## src/rtl/sap_pkg.sv

```systemverilog
// Shared definitions for the SAP controller: opcodes, T-states and the
// control word that the sequencer presents to the datapath.
package sap_pkg;

  typedef enum logic [3:0] {
    OP_LDA = 4'b0000,
    OP_ADD = 4'b0001,
    OP_SUB = 4'b0010,
    OP_OUT = 4'b1110,
    OP_HLT = 4'b1111
  } opcode_t;

  typedef enum logic [2:0] {
    T1   = 3'd0,
    T2   = 3'd1,
    T3   = 3'd2,
    T4   = 3'd3,
    T5   = 3'd4,
    T6   = 3'd5,
    HALT = 3'd6
  } tstate_t;

  typedef struct packed {
    logic pc_en;
    logic pc_inc;
    logic mar_ld;
    logic mem_en;
    logic ir_ld;
    logic ir_en;
    logic a_ld;
    logic a_en;
    logic b_ld;
    logic adder_en;
    logic sub;
    logic out_ld;
  } ctrl_t;

  localparam ctrl_t CTRL_IDLE = '0;

  // HALT (and any unused encoding) maps to an all-zero T-state vector
  function automatic logic [5:0] tstate_onehot(input tstate_t s);
    logic [5:0] oh;
    oh = 6'b000000;
    case (s)
      T1:      oh = 6'b000001;
      T2:      oh = 6'b000010;
      T3:      oh = 6'b000100;
      T4:      oh = 6'b001000;
      T5:      oh = 6'b010000;
      T6:      oh = 6'b100000;
      default: oh = 6'b000000;
    endcase
    return oh;
  endfunction

endpackage

```

## src/rtl/t_state_counter.sv

```systemverilog
// Registered T-state ring with run gating and terminal HALT capture.
// Status outputs are masked while reset is held so they drop without a clock.
module t_state_counter
  import sap_pkg::*;
(
  input  logic       clk,
  input  logic       rst_n,
  input  logic       run,
  input  logic [3:0] opcode,
  output tstate_t    state,
  output logic       halted,
  output logic [5:0] tstate
);

  tstate_t state_q;
  tstate_t state_d;

  always_comb begin
    state_d = state_q;
    if (run) begin
      case (state_q)
        T1:      state_d = T2;
        T2:      state_d = T3;
        T3:      state_d = T4;
        T4:      state_d = (opcode == OP_HLT) ? HALT : T5;
        T5:      state_d = T6;
        T6:      state_d = T1;
        HALT:    state_d = HALT;
        default: state_d = T1;
      endcase
    end
  end

  always_ff @(posedge clk or negedge rst_n) begin
    if (!rst_n) begin
      state_q <= T1;
    end else begin
      state_q <= state_d;
    end
  end

  assign state  = state_q;
  assign halted = rst_n && (state_q == HALT);
  assign tstate = rst_n ? tstate_onehot(state_q) : 6'b000000;

endmodule

```

## src/rtl/control_sequencer.sv

```systemverilog
// SAP controller-sequencer: T-state counter plus a combinational decode of
// (state, opcode) into datapath control lines and one-hot bus enables.
module control_sequencer
  import sap_pkg::*;
(
  input  logic       clk,
  input  logic       rst_n,
  input  logic       run,
  input  logic [3:0] opcode,
  output logic       pc_en,
  output logic       pc_inc,
  output logic       mar_ld,
  output logic       mem_en,
  output logic       ir_ld,
  output logic       ir_en,
  output logic       a_ld,
  output logic       a_en,
  output logic       b_ld,
  output logic       adder_en,
  output logic       sub,
  output logic       out_ld,
  output logic       instr_done,
  output logic       halted,
  output logic [5:0] tstate
);

  tstate_t state;
  ctrl_t   ctrl;
  logic    done;

  t_state_counter u_tsc (
    .clk    (clk),
    .rst_n  (rst_n),
    .run    (run),
    .opcode (opcode),
    .state  (state),
    .halted (halted),
    .tstate (tstate)
  );

  // Decode ignores run so a paused state keeps its controls; reset masks all
  always_comb begin
    ctrl = CTRL_IDLE;
    done = 1'b0;
    if (rst_n) begin
      case (state)
        T1: begin
          ctrl.pc_en  = 1'b1;
          ctrl.mar_ld = 1'b1;
        end
        T2: ctrl.pc_inc = 1'b1;
        T3: begin
          ctrl.mem_en = 1'b1;
          ctrl.ir_ld  = 1'b1;
        end
        T4: begin
          case (opcode)
            OP_LDA, OP_ADD, OP_SUB: begin
              ctrl.ir_en  = 1'b1;
              ctrl.mar_ld = 1'b1;
            end
            OP_OUT: begin
              ctrl.a_en   = 1'b1;
              ctrl.out_ld = 1'b1;
            end
            default: ctrl = CTRL_IDLE;
          endcase
        end
        T5: begin
          case (opcode)
            OP_LDA: begin
              ctrl.mem_en = 1'b1;
              ctrl.a_ld   = 1'b1;
            end
            OP_ADD, OP_SUB: begin
              ctrl.mem_en = 1'b1;
              ctrl.b_ld   = 1'b1;
              ctrl.sub    = (opcode == OP_SUB);
            end
            default: ctrl = CTRL_IDLE;
          endcase
        end
        T6: begin
          done = (opcode != OP_HLT);
          if (opcode == OP_ADD || opcode == OP_SUB) begin
            ctrl.adder_en = 1'b1;
            ctrl.a_ld     = 1'b1;
            ctrl.sub      = (opcode == OP_SUB);
          end
        end
        default: ctrl = CTRL_IDLE;
      endcase
    end
  end

  assign pc_en      = ctrl.pc_en;
  assign pc_inc     = ctrl.pc_inc;
  assign mar_ld     = ctrl.mar_ld;
  assign mem_en     = ctrl.mem_en;
  assign ir_ld      = ctrl.ir_ld;
  assign ir_en      = ctrl.ir_en;
  assign a_ld       = ctrl.a_ld;
  assign a_en       = ctrl.a_en;
  assign b_ld       = ctrl.b_ld;
  assign adder_en   = ctrl.adder_en;
  assign sub        = ctrl.sub;
  assign out_ld     = ctrl.out_ld;
  assign instr_done = done;

endmodule

```

## config.mk

```make
export PLATFORM = sky130hd
export DESIGN_NAME = control_sequencer
export DESIGN_NICKNAME = d
export VERILOG_FILES = /design/src/rtl/sap_pkg.sv /design/src/rtl/t_state_counter.sv /design/src/rtl/control_sequencer.sv
export SDC_FILE = /design/constraint.sdc
export NUM_CORES = 1
export LEC_CHECK = 0
export CAP_MARGIN = 20
export CORE_AREA = 3 3 40 42
export DETAILED_ROUTE_END_ITERATION = 10
export DIE_AREA = 0 0 43 45
export PLACE_DENSITY = 0.76
export RECOVER_POWER = 25
export SETUP_SLACK_MARGIN = 0.05
export SYNTH_ARGS = -nofsm -noshare
export SYNTH_HDL_FRONTEND = slang
export SYNTH_SLANG_ARGS = --single-unit
```

## constraint.sdc

```tcl
create_clock -name clk -period 2 [get_ports clk]
set_clock_uncertainty 0.15 [all_clocks]
set_input_delay 0.4 -clock clk [delete_from_list [all_inputs] [get_ports clk]]
set_output_delay 0.4 -clock clk [all_outputs]
set_load 0.01 [all_outputs]
```

==> impl_metrics.toml, run 1 <==
[critical_path]
reg2reg_slack_ns = 0.78
rr_endpoint = "u_tsc.state[0]"
worst_setup_path_end_kind = "output pin"
worstPathMaxFanout = 5
r2r_start = "u_tsc.state[2]"
crit_arrival_ns = 1.46
cp_data_required_time_ns = 1.45
cp-start-kind = "register"
ff2ff_path_depth = 4
crit_type = "reg2out"

[layout]
postLayoutCellArea_um2 = 746
area_growth_pct = 117
final_nets = 105
diodes = 0
drive_above_1_share_pct = 60.8
postLayoutCoreUtil_pct = 58.0
fillCellCount = 133
largest_reg_flops = 3

[grt]
track_usage_pct = 13.9
grt_pass1_vias = 529
grt_pass1_wl_um = 2020
grt_overflow_total = 0
grt_max_degree = 8
antenna_found_initial = 0

[placement]
dpl.hpwl_um = 951
gp_congestion = 0.750
place_area_um2 = 726
portBuffers = 26
place_ws_ns = -0.767

[clock_network]
clk_path_buf_depth = 2
cts_tree = "yes"
clkTransAtPathRegs_ns = 0.04
clk_latency_ns = 0.23
htree_num_levels = 1
clkSinkCount = 3
numCtsBuffers = 3
ctsRootBufferMaster = "clkbuf_4"

[die]
die_w_um = 43
rows = 13
die_area_um2 = 1940
coreArea_um2 = 1280
initial_core_util_pct = 26.8
die_h_um = 45
io_pins = 27

[routing]
wl_per_cell_um = 11.4
first_pass_iters = 2
drt_iter0_drc = 5
wl_um = 1270
vias = 534
drcViolationCount = 0
via_per_inst = 4.77
drtAntennaViolNets = 0

[logic_synthesis]
synth.distinct_cells = 25
syn_avg_cell_area_um2 = 7.17
netlist_area_um2 = 344
yosysWarnings = 0
ys_seq_area_share_pct = 21.8
ys_ff_latch = 3
synthesis.nets = 55
syn_inst = 48

[timing]
setup_viol = 1
fmax_mhz = 497
timing.final.ws_setup_ns = -0.0114
rsz0062_at_grt = "true"
worst_slew_pin_slew_ns = 0.286
period_minus_slack_ns = 2.01
max_slew_margin_pct = 80.8
drv_slew = 0
fin_crit_sh_pct = 101
final_hold_viol_count = 0

[run]
cap_violations = 0

[run_status]
outcome = "complete, but fails checks"
violations = "setup timing"

[power_and_ir_drop]
p_leak_nw = 0.393
power_w = 0.000674
power.density_nw_per_um2 = 904
peakVddDrop_v = 0.000474

[hold_path]
hp-class = "in2async"
## worst max-delay path by stage
stage                   start      to  slack, ns  cells after the start
3_3_place_gp        opcode[3]  mem_en      -0.74                      5
3_5_place_dp        opcode[3]  mem_en      -0.77                      5
2_1_floorplan       opcode[0]  mem_en       0.25                      3
6_report       u_tsc.state[1]    b_ld      -0.01                      3
5_1_grt        u_tsc.state[1]    b_ld      -0.07                      3
4_1_cts             opcode[1]  mem_en      -0.04                      5
## kinds of logic (layout without fill, tap and decap cells)
logic type | after synthesis | count (layout) | share of synthesized area, %
and+or+nand+nor | 30 | 30 | 50.6
DFF | 3 | 3 | 21.8
buffers and inverters | 6 | 55 | 9.45
xor gates and xnor gates | 1 | 1 | 2.55
AOI/OAI and AO/OA | 8 | 8 | 15.6
## critical path, stage by stage (launching register included)
cell	delay, ns
dfrtp_2	0.43
or4_4	0.51
nor3_2	0.12
buf_2	0.16
## through the flow
step / instances / hold WS [ns] / setup TNS [ns]
6_report: 112 / 0.0455 / -0.0114
5_1_grt: 112 / 0.0513 / -0.221
4_1_cts: 108 / 0.0648 / -0.0807
3_5_place_dp: 102 / 0.522 / -10.57
3_3_place_gp: 102 / 0.484 / -10.30
2_1_floorplan: 48 / -0.0456 / 0
## cells in the final DEF, fill, tap and decap left out
cell type and instances:
nand2_2 1, nand4b_1 1, xnor2_1 1, nand2b_1 5
dfrtp_2 2, clkdlybuf4s15_1 3, nor2_1 4, nor3_1 3
a21o_1 2, nor2_2 2, dlygate4sd2_1 1, a211oi_1 2
nor3_2 3, inv_1 2, or4_1 1, o21ai_0 1
nor4b_2 1, clkbuf_2 5, clkbuf_4 3, and2_1 1
or3_1 1, o21ai_1 1, or2_1 1, nand2b_4 1
dlygate4sd3_1 1, dfrtp_1 1, a211o_1 1, clkbuf_1 1
nand4_1 1, nand2_1 3, a21oi_2 1, or4_4 1
buf_2 14, buf_4 21, buf_6 4
## Yosys cell counts
master,instances,area (um2)
dfrtp_1,3,75.1
a21oi_1,1,5.00
a211oi_1,2,15.0
nand2_2,1,6.26
nor3_2,1,10.0
or3_1,1,6.26
or2_1,1,6.26
xnor2_1,1,8.76
o21ai_1,1,5.00
nor2_1,6,22.5
buf_4,2,15.0
nand4_1,1,6.26
nand2_1,3,11.3
nor4b_1,1,8.76
nor3_1,5,25.0
a211o_1,1,8.76
and2_1,1,6.26
inv_1,2,7.51
o21ai_0,1,5.00
or4_4,1,11.3
nand2b_1,6,37.5
or4_1,1,7.51
a21o_1,2,15.0
buf_2,2,10.0
nand4b_1,1,8.76
## report_power, final
group	switching, W	internal, W	leakage, nW
Clock	0.0000321	0.0000748	0.0150
Sequential	0.0000369	0.0000894	0.0351
Combinational	0.000191	0.000250	0.343
Total	0.000260	0.000414	0.393
## layer usage
metal | GRT usage, % | part of all wire (%) | vias to the layer above
met5 | 0 | 0 | -
met4 | 12.7 | 2.4 | 0
met3 | 2.39 | 7.0 | 4
met2 | 25.1 | 53 | 16
met1 | 13.6 | 37 | 246
li1 | - | - | 268
## layout make-up
cell class	count	area, um2	area share [%]
repair buffers	49	347	46.5
multi-input cells	39	269	36.1
flip-flops and latches	3	77.6	10.4
clock buffers	4	26.3	3.52
well taps	15	18.8	2.52
inverters	2	7.51	1.01
## repair_timing
item,in CTS,in global routing
setup endpoints to repair,20,13
hold buffers,0,0
pin swaps,10,8
buffers inserted,2,4
gates resized for setup,83,17
No activity file was read; power rests on OpenSTA's default activity.
==> run 2: changes to the inputs <==
- CELL_PAD_IN_SITES_DETAIL_PLACEMENT: not set -> 1
- CELL_PAD_IN_SITES_GLOBAL_PLACEMENT: not set -> 1
- CORE_AREA: 3 3 40 42 -> not set
- CORE_MARGIN: not set -> 3
- CORE_UTILIZATION: not set -> 20
- DIE_AREA: 0 0 43 45 -> not set
- PLACE_DENSITY: 0.76 -> 0.87
==> run 2 against run 1 <==
The flow still finishes with violations (setup timing). Worst setup slack worse by 0.057 ns. Cell count up 1.8%. Combinational power up 13%. Total power up 8.1%. Critical path depth unchanged. Clock power about the same. Final area up 6.2%. Core utilization down 7.2 points. Sequential share of layout area down 0.77 points. Sequential power down 3%. Highest routed layer is now met3.
==> impl_metrics.toml, run 2 (synthesis gave the netlist of run 1 again) <==
[routing]
via_per_inst = 4.69
wl_um = 1640
met3_length_um = 106
top_layer_used = "met3"
vias = 535
wirelength_met1_um = 615
first_pass_iters = 4
wl_per_cell_um = 14.4
met2_wirelength_um = 918
drcViolationCount = 0
drtAntennaViolNets = 0
drt_iter0_drc = 5

[run_status]
outcome = "complete, but fails checks"
violations = "setup timing"

[power_and_ir_drop]
peakVddDrop_v = 0.000416
p_leak_nw = 0.416
power_w = 0.000729
power.density_nw_per_um2 = 920

[die]
die_w_um = 47.5
io_pins = 27
die_area_um2 = 2250
die_h_um = 47.5
rows = 14
coreArea_um2 = 1560
initial_core_util_pct = 22.1

[clock_network]
numCtsBuffers = 3
ctsRootBufferMaster = "clkbuf_4"
clkTransAtPathRegs_ns = 0.04
clk_path_buf_depth = 2
cts_hold_buf = 0
htree_num_levels = 1
clkSinkCount = 3
clk_latency_ns = 0.24
cts_tree = "yes"

[layout]
fillCellCount = 199
diodes = 0
multiInputGateArea_um2 = 294
mostFrequentLayoutCells = "buf_4 (22), buf_2 (15), buf_6 (6)"
ff_latch_area_um2 = 76.3
final_common_cell = "buf_4"
final_nets = 106
area_growth_pct = 130
largest_reg_flops = 3
drive_above_1_share_pct = 66.3

[critical_path]
worst_setup_path_end_kind = "output pin"
cp_data_required_time_ns = 1.45
reg2reg_slack_ns = 0.72
cp-start-kind = "register"
r2r_start = "u_tsc.state[1]"
rr_endpoint = "u_tsc.state[1]"
worstPathMaxFanout = 4
crit_type = "reg2out"
ff2ff_path_depth = 4
crit_arrival_ns = 1.52

[grt]
antenna_found_initial = 0
grt_max_degree = 10
track_usage_pct = 15.4
grt_pass1_wl_um = 2410
grt_overflow_total = 0
grt_pass1_vias = 563

[placement]
portBuffers = 26
place_ws_ns = -0.773
dpl.hpwl_um = 1190
gp_congestion = 0.728

[timing]
timing.final.ws_setup_ns = -0.0688
worst_slew_pin_slew_ns = 0.296
rsz0062_at_grt = "true"
fmax_mhz = 483
drv_slew = 0
setup_viol = 4
whs_ns = 0.0424
final_hold_viol_count = 0
fin_crit_sh_pct = 103
max_slew_margin_pct = 80.1
period_minus_slack_ns = 2.07

[hold_path]
hp-class = "in2async"

[run]
cap_violations = 0
## run 2: cell types whose count changed in the layout (fill, tap and decap cells not counted), sizes merged
cell and delta:
clkbuf -4, buf +4, dlygate4sd2 +3, clkdlybuf4s15 -2
## run 2: per-layer routing
metal / GRT usage, % / vias up
met2: 30.5 / 24
li1: - / 267
met1: 16.3 / 244
met5: 0 / -
met3: 3.38 / 0
met4: 3.31 / 0
## run 2: worst max path at each step
| stage | start | endpoint | slack (ns) | cells past startpoint |
|---|---|---|---|---|
| after global placement | opcode[0] | mem_en | -0.72 | 5 |
| after CTS | opcode[1] | mem_en | -0.06 | 5 |
| after detailed placement | opcode[3] | mem_en | -0.77 | 5 |
| after floorplan | opcode[0] | mem_en | 0.25 | 3 |
| after global routing | u_tsc.state[1] | b_ld | -0.12 | 3 |
| final | u_tsc.state[1] | b_ld | -0.07 | 3 |
## run 2: where the power goes
group / switching [W] / total (W) / internal, W
combinational: 0.000228 / 0.000498 / 0.000270
sequential: 0.0000343 / 0.000122 / 0.0000873
clock: 0.0000345 / 0.000109 / 0.0000750
total: 0.000296 / 0.000729 / 0.000433
## run 2: worst max-delay path: stages, from the launching register on
cell     delay [ns]
dfrtp_1        0.42
or4_4          0.60
nor3_2         0.12
buf_2          0.15
## run 2: area by class of cell
type                       count  area share (%)
multi-input combinational     39            37.1
sequential                     3            9.64
tap                           16            2.53
inverter                       2           0.948
clock buffer                   4            3.32
timing repair buffer          50            46.4
## run 2: through the flow
stage	cells	util (%)	setup TNS [ns]	area [um2]
final	114	50.8	-0.201	792
after detailed placement	104	47.1	-10.87	734
after global placement	104	47.1	-10.43	734
after floorplan	48	-	0	344
after CTS	112	50.3	-0.207	785
after global routing	114	50.8	-0.618	792
## run 2: timing repair
item | 4_1_cts | 5_1_grt
gates cloned | 0 | 0
endpoints found under the setup margin | 20 | 18
pin swaps | 11 | 5
buffers inserted | 4 | 3
gates resized for setup | 96 | 11
